### src/rtl/synth_pkg.sv
// ----------------------------------------------------------------------------
// synth_pkg
// Shared types and constants for the polyphonic synthesizer core:
//   env_state_t : per-voice envelope states
//   wave_t      : global waveform selection (matches the wave_sel encoding)
//   LFSR_SEED / LFSR_TAPS and lfsr_next() for the shared noise source.
// ----------------------------------------------------------------------------
package synth_pkg;

    typedef enum logic [1:0] {
        IDLE    = 2'b00,
        ATTACK  = 2'b01,
        SUSTAIN = 2'b10,
        RELEASE = 2'b11
    } env_state_t;

    typedef enum logic [1:0] {
        SQUARE = 2'b00,
        SAW    = 2'b01,
        TRI    = 2'b10,
        NOISE  = 2'b11
    } wave_t;

    // 16-bit Fibonacci LFSR, taps 16,14,13,11 -> bits 15,13,12,10.
    localparam logic [15:0] LFSR_SEED = 16'hACE1;
    localparam logic [15:0] LFSR_TAPS = 16'hB400;

    function automatic logic [15:0] lfsr_next(input logic [15:0] cur);
        return {cur[14:0], ^(cur & LFSR_TAPS)};
    endfunction

endpackage

### src/rtl/synth_voice.sv
// ----------------------------------------------------------------------------
// synth_voice
// One synthesizer voice: phase accumulator, ADSR-style envelope FSM (no decay)
// and waveshaper. All state advances only on a sample tick while en=1.
// Ports:
//   clk, n_rst  : clock, asynchronous active-low reset
//   en, tick    : global enable and sample-tick strobe
//   note_on     : key-held level, sampled on the tick
//   phase_inc   : phase increment added per tick
//   wave_sel    : waveform selection
//   noise       : shared noise sample from the top-level LFSR
//   sample      : (wave * env) >> SAMPLE_W
//   active      : envelope state is not IDLE
// ----------------------------------------------------------------------------
module synth_voice
    import synth_pkg::*;
#(
    parameter int SAMPLE_W     = 8,
    parameter int PHASE_W      = 16,
    parameter int ATTACK_STEP  = 16,
    parameter int RELEASE_STEP = 8
) (
    input  logic                clk,
    input  logic                n_rst,
    input  logic                en,
    input  logic                tick,
    input  logic                note_on,
    input  logic [PHASE_W-1:0]  phase_inc,
    input  wave_t               wave_sel,
    input  logic [SAMPLE_W-1:0] noise,
    output logic [SAMPLE_W-1:0] sample,
    output logic                active
);

    localparam logic [SAMPLE_W-1:0] ENV_MAX   = '1;
    localparam logic [SAMPLE_W:0]   ENV_MAX_X = {1'b0, ENV_MAX};
    localparam logic [SAMPLE_W:0]   ATT_STEP  = (SAMPLE_W+1)'(ATTACK_STEP);
    localparam logic [SAMPLE_W-1:0] REL_STEP  = SAMPLE_W'(RELEASE_STEP);

    logic [PHASE_W-1:0]    phase;
    logic [SAMPLE_W-1:0]   env, env_nxt, env_dn;
    logic [SAMPLE_W:0]     env_up;
    env_state_t            state, state_nxt;
    logic [SAMPLE_W-1:0]   p, tri_base, wave;
    logic [2*SAMPLE_W-1:0] prod;

    // One extra bit on the way up so saturation at full scale is detectable.
    assign env_up = {1'b0, env} + ATT_STEP;
    assign env_dn = (env > REL_STEP) ? (env - REL_STEP) : '0;

    // NOTE: every output of this block is given a default first so no path
    // leaves a value unassigned, which would otherwise infer a latch.
    always_comb begin
        state_nxt = state;
        env_nxt   = env;
        unique case (state)
            IDLE: begin
                env_nxt = '0;
                if (note_on) state_nxt = ATTACK;
            end
            ATTACK: begin
                // A released key wins over the attack step on the same tick.
                if (!note_on) begin
                    env_nxt   = env_dn;
                    state_nxt = (env_dn == '0) ? IDLE : RELEASE;
                end else if (env_up >= ENV_MAX_X) begin
                    env_nxt   = ENV_MAX;
                    state_nxt = SUSTAIN;
                end else begin
                    env_nxt   = env_up[SAMPLE_W-1:0];
                end
            end
            SUSTAIN: begin
                env_nxt = ENV_MAX;
                if (!note_on) begin
                    env_nxt   = env_dn;
                    state_nxt = (env_dn == '0) ? IDLE : RELEASE;
                end
            end
            RELEASE: begin
                // Re-press resumes the attack from the current level, no step.
                if (note_on) begin
                    state_nxt = ATTACK;
                end else begin
                    env_nxt   = env_dn;
                    state_nxt = (env_dn == '0) ? IDLE : RELEASE;
                end
            end
            default: begin
                state_nxt = IDLE;
                env_nxt   = '0;
            end
        endcase
    end

    // NOTE: sequential state uses non-blocking assignments so every register
    // samples the pre-edge values regardless of statement order.
    always_ff @(posedge clk or negedge n_rst) begin
        if (!n_rst) begin
            phase <= '0;
            env   <= '0;
            state <= IDLE;
        end else if (en && tick) begin
            phase <= phase + phase_inc;
            env   <= env_nxt;
            state <= state_nxt;
        end
    end

    // Waveshaper works on the top SAMPLE_W phase bits.
    assign p        = phase[PHASE_W-1 -: SAMPLE_W];
    assign tri_base = {p[SAMPLE_W-2:0], 1'b0};

    always_comb begin
        wave = '0;
        unique case (wave_sel)
            SQUARE:  wave = p[SAMPLE_W-1] ? '1 : '0;
            SAW:     wave = p;
            TRI:     wave = p[SAMPLE_W-1] ? ~tri_base : tri_base;
            NOISE:   wave = noise;
            default: wave = '0;
        endcase
    end

    assign prod   = {{SAMPLE_W{1'b0}}, wave} * {{SAMPLE_W{1'b0}}, env};
    assign sample = SAMPLE_W'(prod >> SAMPLE_W);
    assign active = (state != IDLE);

endmodule

### src/rtl/poly_synth_core.sv
// ----------------------------------------------------------------------------
// poly_synth_core
// Polyphonic synthesizer: NUM_VOICES voices sharing a sample-tick divider,
// a noise LFSR, a mixer and a PWM audio output.
// Ports:
//   clk, n_rst : clock, asynchronous active-low reset
//   en         : global enable; low freezes all state, forces pwm_o low
//   note_on    : per-voice key-held level
//   phase_inc  : per-voice phase increment, voice i at [i*PHASE_W +: PHASE_W]
//   wave_sel   : 00 square, 01 saw, 10 triangle, 11 noise
//   mix_o      : registered mix, updated the cycle after each tick
//   active_o   : per-voice envelope not IDLE
//   pwm_o      : PWM of mix_o over a SAMPLE_W-bit period
// The noise tap takes the low SAMPLE_W LFSR bits, so SAMPLE_W must be <= 16.
// ----------------------------------------------------------------------------
module poly_synth_core
    import synth_pkg::*;
#(
    parameter int NUM_VOICES   = 4,
    parameter int SAMPLE_W     = 8,
    parameter int PHASE_W      = 16,
    parameter int SAMPLE_DIV   = 256,
    parameter int ATTACK_STEP  = 16,
    parameter int RELEASE_STEP = 8
) (
    input  logic                          clk,
    input  logic                          n_rst,
    input  logic                          en,
    input  logic [NUM_VOICES-1:0]         note_on,
    input  logic [NUM_VOICES*PHASE_W-1:0] phase_inc,
    input  logic [1:0]                    wave_sel,
    output logic [SAMPLE_W-1:0]           mix_o,
    output logic [NUM_VOICES-1:0]         active_o,
    output logic                          pwm_o
);

    localparam int SHIFT = $clog2(NUM_VOICES);
    localparam int SUM_W = SAMPLE_W + SHIFT;
    localparam int DIV_W = $clog2(SAMPLE_DIV);

    logic [DIV_W-1:0]    div_cnt;
    logic                tick;
    logic [15:0]         lfsr;
    logic [SAMPLE_W-1:0] noise;
    wave_t               wave;
    logic [SAMPLE_W-1:0] voice_sample [NUM_VOICES];
    logic [SUM_W-1:0]    sum;
    logic [SAMPLE_W-1:0] mix_val;
    logic                mix_pend;
    logic [SAMPLE_W-1:0] pwm_cnt, pwm_cmp;
    logic                pwm_q;

    // Sample-tick divider.
    assign tick = en && (div_cnt == DIV_W'(SAMPLE_DIV - 1));

    always_ff @(posedge clk or negedge n_rst) begin
        if (!n_rst) begin
            div_cnt <= '0;
        end else if (en) begin
            div_cnt <= tick ? '0 : div_cnt + DIV_W'(1);
        end
    end

    // Shared noise source, one step per tick.
    always_ff @(posedge clk or negedge n_rst) begin
        if (!n_rst) begin
            lfsr <= LFSR_SEED;
        end else if (tick) begin
            lfsr <= lfsr_next(lfsr);
        end
    end

    assign noise = lfsr[SAMPLE_W-1:0];
    assign wave  = wave_t'(wave_sel);

    for (genvar i = 0; i < NUM_VOICES; i++) begin : g_voice
        synth_voice #(
            .SAMPLE_W     (SAMPLE_W),
            .PHASE_W      (PHASE_W),
            .ATTACK_STEP  (ATTACK_STEP),
            .RELEASE_STEP (RELEASE_STEP)
        ) u_voice (
            .clk       (clk),
            .n_rst     (n_rst),
            .en        (en),
            .tick      (tick),
            .note_on   (note_on[i]),
            .phase_inc (phase_inc[i*PHASE_W +: PHASE_W]),
            .wave_sel  (wave),
            .noise     (noise),
            .sample    (voice_sample[i]),
            .active    (active_o[i])
        );
    end

    // Mixer: the sum is wide enough for all voices at full scale.
    always_comb begin
        sum = '0;
        for (int i = 0; i < NUM_VOICES; i++) begin
            sum = sum + SUM_W'(voice_sample[i]);
        end
    end

    assign mix_val = SAMPLE_W'(sum >> SHIFT);

    // mix_pend marks that the voices have just stepped; it survives an en=0
    // gap so the post-tick mix is still captured once enable returns.
    always_ff @(posedge clk or negedge n_rst) begin
        if (!n_rst) begin
            mix_pend <= 1'b0;
            mix_o    <= '0;
        end else if (en) begin
            mix_pend <= tick;
            if (mix_pend) mix_o <= mix_val;
        end
    end

    // PWM: compare value reloads only at the counter wrap to avoid glitching
    // the duty cycle mid-period.
    always_ff @(posedge clk or negedge n_rst) begin
        if (!n_rst) begin
            pwm_cnt <= '0;
            pwm_cmp <= '0;
            pwm_q   <= 1'b0;
        end else if (en) begin
            pwm_cnt <= pwm_cnt + SAMPLE_W'(1);
            if (pwm_cnt == '1) pwm_cmp <= mix_o;
            pwm_q   <= (pwm_cnt < pwm_cmp);
        end
    end

    assign pwm_o = pwm_q & en;

endmodule

### config.mk
export PLATFORM = sky130hd
export DESIGN_NAME = poly_synth_core
export DESIGN_NICKNAME = d
export VERILOG_FILES = /design/src/rtl/synth_pkg.sv /design/src/rtl/synth_voice.sv /design/src/rtl/poly_synth_core.sv
export SDC_FILE = /design/constraint.sdc
export NUM_CORES = 1
export LEC_CHECK = 0
export BUFFER_PORTS_ARGS = -buffer_cell sky130_fd_sc_hd__buf_4
export CAP_MARGIN = 30
export CORE_ASPECT_RATIO = 0.5
export CORE_UTILIZATION = 50
export CTS_BUF_LIST = sky130_fd_sc_hd__clkbuf_8
export CTS_CLUSTER_SIZE = 28
export DETAILED_ROUTE_END_ITERATION = 8
export HOLD_SLACK_MARGIN = 0.12
export PLACE_DENSITY = 0.73
export SYNTH_ARGS = -nofsm -noshare
export SYNTH_HDL_FRONTEND = slang
export SYNTH_HIERARCHICAL = 1
export SYNTH_SLANG_ARGS = --single-unit
### constraint.sdc
create_clock -name clk -period 18.4 [get_ports clk]
set_input_delay 4.6 -clock clk [delete_from_list [all_inputs] [get_ports clk]]
set_output_delay 4.6 -clock clk [all_outputs]
set_load 0.05 [all_outputs]
==> run metrics <==
final net count 2786; # rows 51; gr ovfl total 0; VDD IR-drop max between 0.03 and 0.04 mV; P&R area growth vs syn 7.20%; CTS tree yes; Synth Area in Compound Gates 0.164; clock buffer depth 2; fin. max-slew vios 0; reg2reg end mix_o[5]$_DFFE_PN0P_; Die X 285 um; setup TNS 0 ps; Async S/R FF share, synth 1.00; critical path's slowest cell buf_4; worst-skew pair later-pin latency 500 ps; internal power around 610 uW; Synth Area per Inst 8.72 um^2; Die Area between 0.04 and 0.05 mm^2; Initial DRC Count between 1000 and 1500; share of the clock period used by the worst path 0.654; ANT nets after route 0; Cells after Synth ~2300; clk root buf clkbuf_8; Vias 15862; Max Clock Freq between 80 and 90 MHz; # Post-CTS Setup Buffers 0; largest family of logic cells by synthesized area adder cells; Vias/cell around 5.5; Post-synth EDFFs 0; I/O pins 86; Leakage 10.8 nW; critical path endpoint category register; synthesized net count 2767; wire per inst ~15 um; Pwr Density 40.7 mW/mm^2; Post-Synth Simple-Gate Area 0.191; Die H around 140 um; most frequent cell on the critical path fa_1; flop and latch count out of synthesis 154; CTS Sinks between 150 and 200; NetSw between 200 and 300 uW; final setup fails 0; Core Area 0.0392 mm^2; status completed; initial antenna violation count 0; slew margin rel. 0.433; RR Startpoint lfsr[1]$_DFFE_PN0P_; placed cells between 2000 and 3000; hold path endpoint g_voice[0].u_voice/phase[7]$_DFFE_PN0P_; ys flop type dfrtp_1; clock power share 0.367; FF-to-FF path depth 28; First-pass DRT Iterations 5; initial core utilization 0.511; DRC 0; I/O Buffers between 80 and 90; sequential area share after synthesis 0.193; hold path cells 2; DP HPWL ~34000 um; clock-pin slew on the worst setup and hold paths approximately 100 ps; layout cells sized above 1 0.0797; post-synthesis adder-cell area fraction 0.304; CTS Buf Count 17; reg-to-reg slack, setup around 11000 ps; startpoint types input port; combinational power share 0.206; number of diodes 0; Netlist cell types a little over 100; Hold WC Path Type reg2reg; Hold Startpoint g_voice[0].u_voice/phase[7]$_DFFE_PN0P_; Synth Area in XOR/XNOR 0.0511; Final Skew roughly 19 ps; Resized Gates After CTS 0; switching part of the total 0.305; slew of the pin with the lowest slew margin between 800 and 900 ps; unrepaired setup endpoints after global routing no; GR Util All Layers 0.226; first-pass GRT wire length ~76000 um; Reg power frac 0.427; Routed WL 44100 um; synthesized area between 0.02 and 0.025 mm^2; Layout fillers ~3600; largest net degree at the start of global routing 94; post-synthesis mux area share 0.0279; post-route insts no fill roughly 2900; critical path's largest stage delay about 600 ps; synth warn 6; Hold-fix buffers, CTS 0; WS Path Type in2reg; MaxCap Viol Count 0; vias in the first global route roughly 16000; GP Congestion around 0.9; Tmin final roughly 12000 ps; Hold Fails Final Rpt 0; Required @ worst endpoint between 15000 and 20000 ps; CTS H-Tree Depth 4; Max FO, Critical Path 66; Crit path arrival time roughly 12000 ps
## layout by cell type, fill, tap and decap left out, types with 33 or more instances in the layout
cell type  count
a21oi_1      107
nor2_1       104
nand3_1       35
ha_1         232
and2_1       229
mux2i_1       33
xnor2_1       76
xor2_1        41
a21o_1        45
inv_1        263
buf_4         88
nand2_1      214
fa_1         160
o21ai_0      116
dfrtp_1      146
## power by group through the flow
stage                     Sequential, mW  Combinational, mW  Clock (mW)
after CTS                          0.373              0.182       0.332
after global placement             0.379              0.175           0
after global routing               0.376              0.207       0.343
after detailed placement           0.380              0.180           0
after floorplan                    0.375              0.129           0
final                              0.373              0.180       0.321
## registers in the layout, indices dropped and copies added, names as in the netlist
register,cells
lfsr,16
mix_pend,1
pwm_cmp,8
g_voice.u_voice/env,32
mix_o,8
pwm_q,1
pwm_cnt,8
g_voice.u_voice/state,8
div_cnt,8
g_voice.u_voice/phase,64
## cells in the mapped netlist, types with 5 or more instances
| library cell | count | share of area |
|---|---|---|
| or3_1 | 7 | 0.0022 |
| dfrtp_1 | 146 | 0.18 |
| nor3_1 | 31 | 0.0077 |
| mux2i_1 | 33 | 0.016 |
| xor2_1 | 41 | 0.018 |
| o21a_1 | 18 | 0.0067 |
| nand2_1 | 214 | 0.040 |
| a21o_1 | 45 | 0.017 |
| a211o_1 | 7 | 0.0031 |
| a31oi_1 | 19 | 0.0059 |
| a22oi_1 | 6 | 0.0022 |
| dfstp_2 | 8 | 0.010 |
| a211oi_1 | 18 | 0.0067 |
| nor3b_1 | 14 | 0.0052 |
| o21ai_1 | 29 | 0.0072 |
| fa_1 | 160 | 0.16 |
| o211ai_1 | 13 | 0.0049 |
| and2_1 | 229 | 0.071 |
| o21ai_0 | 116 | 0.029 |
| nand4_1 | 15 | 0.0047 |
| xnor2_1 | 76 | 0.033 |
| buf_1 | 6 | 0.0011 |
| nor2b_1 | 13 | 0.0041 |
| nand3b_1 | 8 | 0.0030 |
| nand2b_1 | 24 | 0.0075 |
| and3_1 | 7 | 0.0022 |
| a211oi_2 | 5 | 0.0031 |
| nand3_1 | 35 | 0.0087 |
| o31ai_1 | 21 | 0.0079 |
| ha_1 | 232 | 0.14 |
| a21boi_1 | 6 | 0.0022 |
| buf_2 | 9 | 0.0022 |
| a22o_1 | 10 | 0.0044 |
| a21oi_1 | 107 | 0.027 |
| clkbuf_1 | 69 | 0.013 |
| o21bai_1 | 6 | 0.0022 |
| mux2_2 | 19 | 0.011 |
| inv_1 | 260 | 0.049 |
| nor2_1 | 104 | 0.019 |
## how the worst max path moves through the flow
| stage | cells past startpoint | from | to | slack, ps |
|---|---|---|---|---|
| 6_report | 29 | wave_sel[1] | mix_o[5]$_DFFE_PN0P_ | 6360 |
| 5_1_grt | 30 | wave_sel[1] | mix_o[5]$_DFFE_PN0P_ | 5880 |
| 2_1_floorplan | 30 | wave_sel[1] | mix_o[5]$_DFFE_PN0P_ | 6810 |
| 4_1_cts | 30 | wave_sel[1] | mix_o[5]$_DFFE_PN0P_ | 6490 |
| 3_5_place_dp | 29 | wave_sel[1] | mix_o[5]$_DFFE_PN0P_ | 5930 |
| 3_3_place_gp | 29 | wave_sel[1] | mix_o[5]$_DFFE_PN0P_ | 6170 |
## cells by family after synthesis
kind of cell	Yosys count
buf+inv	352
flops	154
simple gates	738
xor+xnor	117
fa+ha+maj	392
compound gates	496
mux	53
## worst max-delay path, delay by kind of cell
family	cells	cell delay (ps)
AOI/OAI and AO/OA	9	2200
adders and majority gates	8	3820
muxes	1	180
and+or+nand+nor	4	470
buffers and inverters	6	890
xor gates and xnor gates	1	160
## per-stage QoR
step / instance area (um^2) / hold WS [ps] / power (mW) / util / setup WS, ps
final: 21500 / 489 / 0.875 / 0.548 / 6360
after global routing: 21500 / 513 / 0.926 / 0.548 / 5880
after CTS: 21500 / 495 / 0.887 / 0.547 / 6490
after detailed placement: 21000 / 473 / 0.560 / 0.536 / 5930
after global placement: 21000 / 463 / 0.555 / 0.535 / 6170
after floorplan: 20100 / 449 / 0.504 / - / 6810
## area by class of cell
| cell class | count | area, um^2 | area share |
|---|---|---|---|
| clock buffers | 17 | 234 | 0.0109 |
| clock inverters | 15 | 235 | 0.0109 |
| inverters | 260 | 976 | 0.0454 |
| multi-input cells | 1796 | 14800 | 0.688 |
| flip-flops and latches | 154 | 3860 | 0.180 |
| well taps | 530 | 663 | 0.0308 |
| repair buffers | 92 | 729 | 0.0339 |
## layer usage
metal	share of wire	global-route usage
met4	0.016	0.0538
met1	0.48	0.310
met5	0	0
met3	0.042	0.0383
met2	0.46	0.372
(Power assumes the default switching activity.)
